==> src/rtl/err_est_if.sv <==
// Bus between the error-estimator feeder, the detection-event source, the estimator and the host.
interface err_est_if #(
    parameter int unsigned NV_W = 21,
    parameter int unsigned NU_W = 25,
    parameter int unsigned NO_W = 21
);
    logic            i_evt_vld;
    logic [1:0]      i_evt_type;
    logic            i_evt_err;
    logic            i_blk_end;
    logic [31:0]     i_nleak;
    logic            o_start;
    logic [NV_W-1:0] o_nv;
    logic [NU_W-1:0] o_nu;
    logic [NO_W-1:0] o_no;
    logic [NV_W-1:0] o_mv;
    logic [NV_W-1:0] o_mo;
    logic [31:0]     o_nleak;
    logic [31:0]     i_err_value;
    logic            i_err_value_vld;
    logic            i_err_cal_busy;
    logic            i_cal_error;
    logic [31:0]     o_key_len;
    logic            o_key_len_vld;
    logic            o_key_err;
    logic            o_blk_overrun;
    logic            o_sat;
    logic            o_busy;

    modport master (
        input  i_evt_vld, i_evt_type, i_evt_err, i_blk_end, i_nleak,
        input  i_err_value, i_err_value_vld, i_err_cal_busy, i_cal_error,
        output o_start, o_nv, o_nu, o_no, o_mv, o_mo, o_nleak,
        output o_key_len, o_key_len_vld, o_key_err, o_blk_overrun, o_sat, o_busy
    );

    modport slave (
        output i_evt_vld, i_evt_type, i_evt_err, i_blk_end, i_nleak,
        output i_err_value, i_err_value_vld, i_err_cal_busy, i_cal_error,
        input  o_start, o_nv, o_nu, o_no, o_mv, o_mo, o_nleak,
        input  o_key_len, o_key_len_vld, o_key_err, o_blk_overrun, o_sat, o_busy
    );
endinterface

==> src/rtl/err_est_feeder.sv <==
// Per-block detection counters feeding the QKD error/key-length estimator, with result capture.
// Optional macro FEEDER_CLAMP_EN: a negative estimator result is captured as key length 0.
module err_est_feeder #(
    parameter int unsigned NV_W    = 21,
    parameter int unsigned NU_W    = 25,
    parameter int unsigned NO_W    = 21,
    parameter int unsigned TMO_W   = 16,
    parameter int unsigned TIMEOUT = 4000
) (
    input  logic       clk,
    input  logic       rst_n,
    err_est_if.master  bus
);
    typedef enum logic [1:0] {COLLECT, WAIT_IDLE, START, WAIT_RES} state_t;

    localparam logic [NV_W-1:0]  NV_MAX   = '1;
    localparam logic [NU_W-1:0]  NU_MAX   = '1;
    localparam logic [NO_W-1:0]  NO_MAX   = '1;
    localparam logic [TMO_W-1:0] TMO_LAST = TMO_W'(TIMEOUT - 1);

    state_t           state, state_nxt;
    logic [NV_W-1:0]  cnt_nv, cnt_mv, cnt_mo, nv_nxt, mv_nxt, mo_nxt;
    logic [NU_W-1:0]  cnt_nu, nu_nxt;
    logic [NO_W-1:0]  cnt_no, no_nxt;
    logic             blk_sat;
    logic [TMO_W-1:0] tmo_cnt;
    logic             ev_v, ev_u, ev_o, er_v, er_o;
    logic             sat_now;
    logic             snap, take_res, take_tmo, overrun;
    logic [31:0]      res_value;

    // Saturating next values; the event of a closing cycle is folded into the snapshot
    always_comb begin
        ev_v    = bus.i_evt_vld && (bus.i_evt_type == 2'b00);
        ev_u    = bus.i_evt_vld && (bus.i_evt_type == 2'b01);
        ev_o    = bus.i_evt_vld && (bus.i_evt_type == 2'b10);
        er_v    = ev_v && bus.i_evt_err;
        er_o    = ev_o && bus.i_evt_err;
        sat_now = (ev_v && cnt_nv == NV_MAX) || (ev_u && cnt_nu == NU_MAX) ||
                  (ev_o && cnt_no == NO_MAX) || (er_v && cnt_mv == NV_MAX) ||
                  (er_o && cnt_mo == NV_MAX);
        nv_nxt  = (ev_v && cnt_nv != NV_MAX) ? cnt_nv + NV_W'(1) : cnt_nv;
        nu_nxt  = (ev_u && cnt_nu != NU_MAX) ? cnt_nu + NU_W'(1) : cnt_nu;
        no_nxt  = (ev_o && cnt_no != NO_MAX) ? cnt_no + NO_W'(1) : cnt_no;
        mv_nxt  = (er_v && cnt_mv != NV_MAX) ? cnt_mv + NV_W'(1) : cnt_mv;
        mo_nxt  = (er_o && cnt_mo != NV_MAX) ? cnt_mo + NV_W'(1) : cnt_mo;
    end

    always_ff @(posedge clk) begin
        if (!rst_n || bus.i_blk_end) begin
            cnt_nv  <= '0;
            cnt_nu  <= '0;
            cnt_no  <= '0;
            cnt_mv  <= '0;
            cnt_mo  <= '0;
            blk_sat <= 1'b0;
        end else begin
            cnt_nv  <= nv_nxt;
            cnt_nu  <= nu_nxt;
            cnt_no  <= no_nxt;
            cnt_mv  <= mv_nxt;
            cnt_mo  <= mo_nxt;
            blk_sat <= blk_sat | sat_now;
        end
    end

`ifdef FEEDER_CLAMP_EN
    assign res_value = bus.i_err_value[31] ? 32'h0 : bus.i_err_value;
`else
    assign res_value = bus.i_err_value;
`endif

    always_ff @(posedge clk) begin
        if (!rst_n) state <= COLLECT;
        else        state <= state_nxt;
    end

    always_comb begin
        state_nxt = state;
        snap      = 1'b0;
        take_res  = 1'b0;
        take_tmo  = 1'b0;
        overrun   = bus.i_blk_end && (state != COLLECT);
        case (state)
            COLLECT: begin
                if (bus.i_blk_end) begin
                    snap      = 1'b1;
                    state_nxt = WAIT_IDLE;
                end
            end
            WAIT_IDLE: if (!bus.i_err_cal_busy) state_nxt = START;
            START:     state_nxt = WAIT_RES;
            WAIT_RES: begin
                // A result arriving on the last window cycle still beats the timeout
                if (bus.i_err_value_vld) begin
                    take_res  = 1'b1;
                    state_nxt = COLLECT;
                end else if (tmo_cnt == TMO_LAST) begin
                    take_tmo  = 1'b1;
                    state_nxt = COLLECT;
                end
            end
            default: state_nxt = COLLECT;
        endcase
    end

    always_ff @(posedge clk) begin
        if (!rst_n)                 tmo_cnt <= '0;
        else if (state == START)    tmo_cnt <= '0;
        else if (state == WAIT_RES) tmo_cnt <= tmo_cnt + TMO_W'(1);
    end

    always_ff @(posedge clk) begin
        if (!rst_n) begin
            bus.o_start       <= 1'b0;
            bus.o_busy        <= 1'b0;
            bus.o_blk_overrun <= 1'b0;
            bus.o_key_len_vld <= 1'b0;
            bus.o_key_len     <= '0;
            bus.o_key_err     <= 1'b0;
            bus.o_nv          <= '0;
            bus.o_nu          <= '0;
            bus.o_no          <= '0;
            bus.o_mv          <= '0;
            bus.o_mo          <= '0;
            bus.o_nleak       <= '0;
            bus.o_sat         <= 1'b0;
        end else begin
            bus.o_start       <= (state_nxt == START);
            bus.o_busy        <= (state_nxt != COLLECT);
            bus.o_blk_overrun <= overrun;
            bus.o_key_len_vld <= take_res | take_tmo;
            if (snap) begin
                bus.o_nv    <= nv_nxt;
                bus.o_nu    <= nu_nxt;
                bus.o_no    <= no_nxt;
                bus.o_mv    <= mv_nxt;
                bus.o_mo    <= mo_nxt;
                bus.o_nleak <= bus.i_nleak;
                bus.o_sat   <= blk_sat | sat_now;
            end
            if (take_res) begin
                bus.o_key_len <= res_value;
                bus.o_key_err <= bus.i_cal_error;
            end else if (take_tmo) begin
                bus.o_key_len <= 32'h0;
                bus.o_key_err <= 1'b1;
            end
        end
    end
endmodule

==> src/flat_wrapper.sv <==
// flat-port wrapper written by rule: the top's interface ports become plain ports
module err_est_feeder_flat 
#(
    parameter int unsigned NV_W    = 21,
    parameter int unsigned NU_W    = 25,
    parameter int unsigned NO_W    = 21,
    parameter int unsigned TMO_W   = 16,
    parameter int unsigned TIMEOUT = 4000
)
  (clk, rst_n, bus_i_evt_vld, bus_i_evt_type, bus_i_evt_err, bus_i_blk_end, bus_i_nleak, bus_i_err_value, bus_i_err_value_vld, bus_i_err_cal_busy, bus_i_cal_error, bus_o_start, bus_o_nv, bus_o_nu, bus_o_no, bus_o_mv, bus_o_mo, bus_o_nleak, bus_o_key_len, bus_o_key_len_vld, bus_o_key_err, bus_o_blk_overrun, bus_o_sat, bus_o_busy);
  err_est_if #(.NV_W(NV_W), .NU_W(NU_W), .NO_W(NO_W)) bus_i ();
  input  logic clk;
  input  logic rst_n;
  input wire logic [$bits(bus_i.i_evt_vld)-1:0] bus_i_evt_vld;
  input wire logic [$bits(bus_i.i_evt_type)-1:0] bus_i_evt_type;
  input wire logic [$bits(bus_i.i_evt_err)-1:0] bus_i_evt_err;
  input wire logic [$bits(bus_i.i_blk_end)-1:0] bus_i_blk_end;
  input wire logic [$bits(bus_i.i_nleak)-1:0] bus_i_nleak;
  input wire logic [$bits(bus_i.i_err_value)-1:0] bus_i_err_value;
  input wire logic [$bits(bus_i.i_err_value_vld)-1:0] bus_i_err_value_vld;
  input wire logic [$bits(bus_i.i_err_cal_busy)-1:0] bus_i_err_cal_busy;
  input wire logic [$bits(bus_i.i_cal_error)-1:0] bus_i_cal_error;
  output wire logic [$bits(bus_i.o_start)-1:0] bus_o_start;
  output wire logic [$bits(bus_i.o_nv)-1:0] bus_o_nv;
  output wire logic [$bits(bus_i.o_nu)-1:0] bus_o_nu;
  output wire logic [$bits(bus_i.o_no)-1:0] bus_o_no;
  output wire logic [$bits(bus_i.o_mv)-1:0] bus_o_mv;
  output wire logic [$bits(bus_i.o_mo)-1:0] bus_o_mo;
  output wire logic [$bits(bus_i.o_nleak)-1:0] bus_o_nleak;
  output wire logic [$bits(bus_i.o_key_len)-1:0] bus_o_key_len;
  output wire logic [$bits(bus_i.o_key_len_vld)-1:0] bus_o_key_len_vld;
  output wire logic [$bits(bus_i.o_key_err)-1:0] bus_o_key_err;
  output wire logic [$bits(bus_i.o_blk_overrun)-1:0] bus_o_blk_overrun;
  output wire logic [$bits(bus_i.o_sat)-1:0] bus_o_sat;
  output wire logic [$bits(bus_i.o_busy)-1:0] bus_o_busy;
  assign bus_i.i_evt_vld = bus_i_evt_vld;
  assign bus_i.i_evt_type = bus_i_evt_type;
  assign bus_i.i_evt_err = bus_i_evt_err;
  assign bus_i.i_blk_end = bus_i_blk_end;
  assign bus_i.i_nleak = bus_i_nleak;
  assign bus_i.i_err_value = bus_i_err_value;
  assign bus_i.i_err_value_vld = bus_i_err_value_vld;
  assign bus_i.i_err_cal_busy = bus_i_err_cal_busy;
  assign bus_i.i_cal_error = bus_i_cal_error;
  assign bus_o_start = bus_i.o_start;
  assign bus_o_nv = bus_i.o_nv;
  assign bus_o_nu = bus_i.o_nu;
  assign bus_o_no = bus_i.o_no;
  assign bus_o_mv = bus_i.o_mv;
  assign bus_o_mo = bus_i.o_mo;
  assign bus_o_nleak = bus_i.o_nleak;
  assign bus_o_key_len = bus_i.o_key_len;
  assign bus_o_key_len_vld = bus_i.o_key_len_vld;
  assign bus_o_key_err = bus_i.o_key_err;
  assign bus_o_blk_overrun = bus_i.o_blk_overrun;
  assign bus_o_sat = bus_i.o_sat;
  assign bus_o_busy = bus_i.o_busy;
  err_est_feeder #(.NV_W(NV_W), .NU_W(NU_W), .NO_W(NO_W), .TMO_W(TMO_W), .TIMEOUT(TIMEOUT)) u_core (.clk(clk), .rst_n(rst_n), .bus(bus_i));
endmodule
==> config.mk <==
export PLATFORM = sky130hd
export DESIGN_NAME = err_est_feeder_flat
export DESIGN_NICKNAME = d
export VERILOG_FILES = /design/src/rtl/err_est_if.sv /design/src/rtl/err_est_feeder.sv /design/src/flat_wrapper.sv
export SDC_FILE = /design/constraint.sdc
export NUM_CORES = 1
export LEC_CHECK = 0
export CAP_MARGIN = 20
export CELL_PAD_IN_SITES_DETAIL_PLACEMENT = 0
export CELL_PAD_IN_SITES_GLOBAL_PLACEMENT = 1
export CORE_ASPECT_RATIO = 1.25
export CORE_MARGIN = 1
export CORE_UTILIZATION = 34
export CTS_CLUSTER_DIAMETER = 30
export DETAILED_ROUTE_END_ITERATION = 8
export PLACE_DENSITY = 0.74
export SYNTH_ARGS = -nofsm -noshare
export SYNTH_HDL_FRONTEND = slang
export SYNTH_SLANG_ARGS = --single-unit
==> constraint.sdc <==
create_clock -name clk -period 1.9 [get_ports clk]
set_clock_uncertainty 0.1 [all_clocks]
set_input_delay 0.19 -clock clk [delete_from_list [all_inputs] [get_ports clk]]
set_output_delay 0.19 -clock clk [all_outputs]
set_load 0.005 [all_outputs]
==> out/qor.yml <==
drt:
  vias: 11609
  drcViolationCount: 0
  antenna_left: 0
  drt-total-wl_um: 36700
  wl_per_cell_um: 15.8
  via_per_inst: 4.98
  firstDrtPassIters: 4
  drt_iter0_drc: 471
hold_path:
  min_path_type: "in2reg"
floorplanning:
  io_pins: 253
  row_count: 77
  start_util: 0.345
  die_x_um: 171
  dieHeight_um: 214
  die_area_um2: 36700
  fp.coreArea_um2: 35400
synthesis:
  syn_nets: 1480
  syn_area_um2: 12200
  synth_edf_count: 0
  synth_top_family_by_area: "simple AND/OR/NAND/NOR gates"
  yosys_warnings: 0
  synth-xor-area-share: 0.0674
  avgSynthCellArea_um2: 8.72
  ys_top_cells_by_area: "dfxtp_1, a21oi_1, o21ai_0"
  yosysSeqAreaShare: 0.503
  synth_fa_ha_area_frac: 0.00615
  synthDistinctLibCells: 69
  synth.mux.area_fraction: 0.00410
  async_flop_share: 0
  synth_compound_gate_area_share: 0.184
  yosys.area.top_type: "dfxtp_1"
  yosysTopAreaCellShare: 0.503
  synth_cells: 1400
  synth_seq_cells: 307
  synth-simple-area-share: 0.200
  synth_flop_cell: "dfxtp_1"
setup_path:
  crit_buf_inv: 1
  crit_required_ps: 2310
  path_delay_family: "simple AND/OR/NAND/NOR gates"
  crit_type: "reg2reg"
  end_kind: "flop"
  path_max_fanout: 7
  startpoint_type: "flop"
  slowest_delay_ps: 400
  slowest_stage: "or3_4"
  arrival_ps: 2380
  path_cells: "ha_4, nand4_1, nor4_2, buf_4, a211o_4, or3_4, a31oi_4"
timing:
  finalWorstSetupSlack_ps: -64.0
  fmax_ghz: 0.509
  max_slew.worst_pin.slew_ps: 478
  slew_viol_final: 0
  fin_setup_tns_ps: -135
  relSlewSlack: 0.679
  finalHoldViolCount: 0
  min_period_ps: 1960
  hold_ws_ps: 62.7
  setup-violations-final: 6
  rsz0062_at_grt: "true"
  post-route-period-util: 1.03
power_and_ir_drop:
  p_leak_uw: 0.00699
  finalPower_uw: 19500
  ir_drop_mv: 0.632
  powerDensity_nw_per_um2: 1010
placement:
  dp.final_hpwl_um: 25300
  place.gp.congestion: 0.858
  place_ws_ps: -448
  post_dp_cell_area_um2: 16400
  portBuffers: 252
grt:
  grt_use_total: 0.193
  antenna_found_initial: 1
  grt_max_degree: 93
  grt-ovfl-total: 0
  grt_pass1_wl_um: 56900
  grt_pass1_vias: 11313
cts:
  clk_latency_ps: 590
  cts_tree: "done"
  cts_max_path_buffers: 3
  cts_htree_levels: 2
  cts_buffers: 61
  path_clk_slew_ps: 50
  clkSinkCount: 307
  clock-root-buffer: "clkbuf_16"
run:
  drv_cap: 0
run_status:
  violations: "setup timing"
  status: "complete, but fails checks"
cells_and_area:
  finalNetCount: 1883
  layout_common_cells: "dfxtp_1, clkdlybuf4s50_1, nor2_1"
  fin_area_um2: 19300
  drive_gt1_frac: 0.223
  layout_commonest_cell: "dfxtp_1"
  area_delta_synth_final_pct: 58.4
repair_timing:
| action | 4_1_cts | 5_1_grt |
|---|---|---|
| resized for setup | 21 | 133 |
| setup endpoints to repair | 93 | 205 |
| hold buffers | 1 | 0 |
| hold endpoints to repair | 8 | 0 |
| setup buffers | 2 | 15 |
| gates cloned | 0 | 1 |
| pin swaps | 17 | 78 |
cell usage after synthesis, types with 3 or more instances:
| cell type | count |
|---|---|
| a211oi_1 | 15 |
| o21ai_0 | 131 |
| and3_1 | 18 |
| buf_2 | 11 |
| and4_1 | 17 |
| a31oi_1 | 15 |
| o211ai_1 | 9 |
| nand4_1 | 39 |
| or3_1 | 15 |
| and2_1 | 7 |
| buf_1 | 5 |
| clkbuf_1 | 77 |
| nand2b_1 | 3 |
| a21oi_1 | 161 |
| nor2_1 | 166 |
| nor3_1 | 16 |
| nor4_1 | 22 |
| nand3_1 | 45 |
| inv_1 | 13 |
| o2111ai_1 | 6 |
| xor2_1 | 38 |
| xnor2_1 | 56 |
| nand2_1 | 113 |
| a22oi_1 | 32 |
| or2_2 | 3 |
| ha_1 | 6 |
| mux2i_1 | 5 |
| dfxtp_1 | 307 |
through the flow:
stage	util	instances
5_1_grt	0.547	2330
3_5_place_dp	0.463	2196
3_3_place_gp	0.463	2196
4_1_cts	0.527	2314
2_1_floorplan	-	1400
6_report	0.547	2330
power by group:
part / leakage, uW / total (uW) / switching [uW] / internal [uW]
clock: 0.00103 / 11000 / 3780 / 7240
sequential: 0.00251 / 6890 / 161 / 6730
combinational: 0.00345 / 1590 / 718 / 867
final timing paths:
kind	end	cells past startpoint	slack, ps	startpoint
setup reg to reg	u_core.bus.o_mv[15]$_SDFFE_PN0P_	7	-60	u_core.cnt_mv[1]$_SDFF_PP0_
hold reg to reg	u_core.bus.o_nleak[2]$_SDFFE_PN0P_	2	350	u_core.bus.o_nleak[2]$_SDFFE_PN0P_
setup / recovery	u_core.bus.o_mv[15]$_SDFFE_PN0P_	7	-60	u_core.cnt_mv[1]$_SDFF_PP0_
hold / removal	u_core.bus.o_nleak[28]$_SDFFE_PN0P_	3	60	bus_i_nleak[28]
layer usage:
layer | global-route usage | up-vias | wire, um
met5 | 0 | - | 0
met4 | 0.0625 | 0 | 808
met3 | 0.0544 | 65 | 2740
met2 | 0.353 | 291 | 18500
met1 | 0.213 | 5424 | 14600
li1 | - | 5829 | -
sequential cells by signal, indices dropped and copies added (netlist names), 25 cells and up:
register,cells
u_core.bus.o_key_len,32
u_core.cnt_nu,25
u_core.bus.o_nu,25
u_core.bus.o_nleak,32
worst reg2reg max path: cells and delay by family, from the launching register on:
kind / cells / cell delay, ps
flops: 1 / 350
fa+ha+maj: 1 / 150
buf+inv: 1 / 160
simple gates: 3 / 620
compound gates: 2 / 510
cell type report:
class,instances,area (um2)
Clock buffer,69,1600
Fill cell,3208,16000
Tap cell,474,593
Antenna cell,1,2.50
Multi-Input combinational cell,985,6250
Clock inverter,46,559
Sequential cell,307,6180
Inverter,14,52.6
Timing Repair Buffer,434,4100
cell families (layout without fill, tap and decap cells):
group	Yosys count	after routing
AND/OR/NAND/NOR	487	487
other	0	1
multiplexers	5	5
flip-flops	307	307
XOR/XNOR	94	94
adder cells (fa/ha/maj)	6	6
buffers and inverters	108	563
AO/OA/AOI/OAI	393	393
Note: power is estimated with default switching activity, not from simulation.
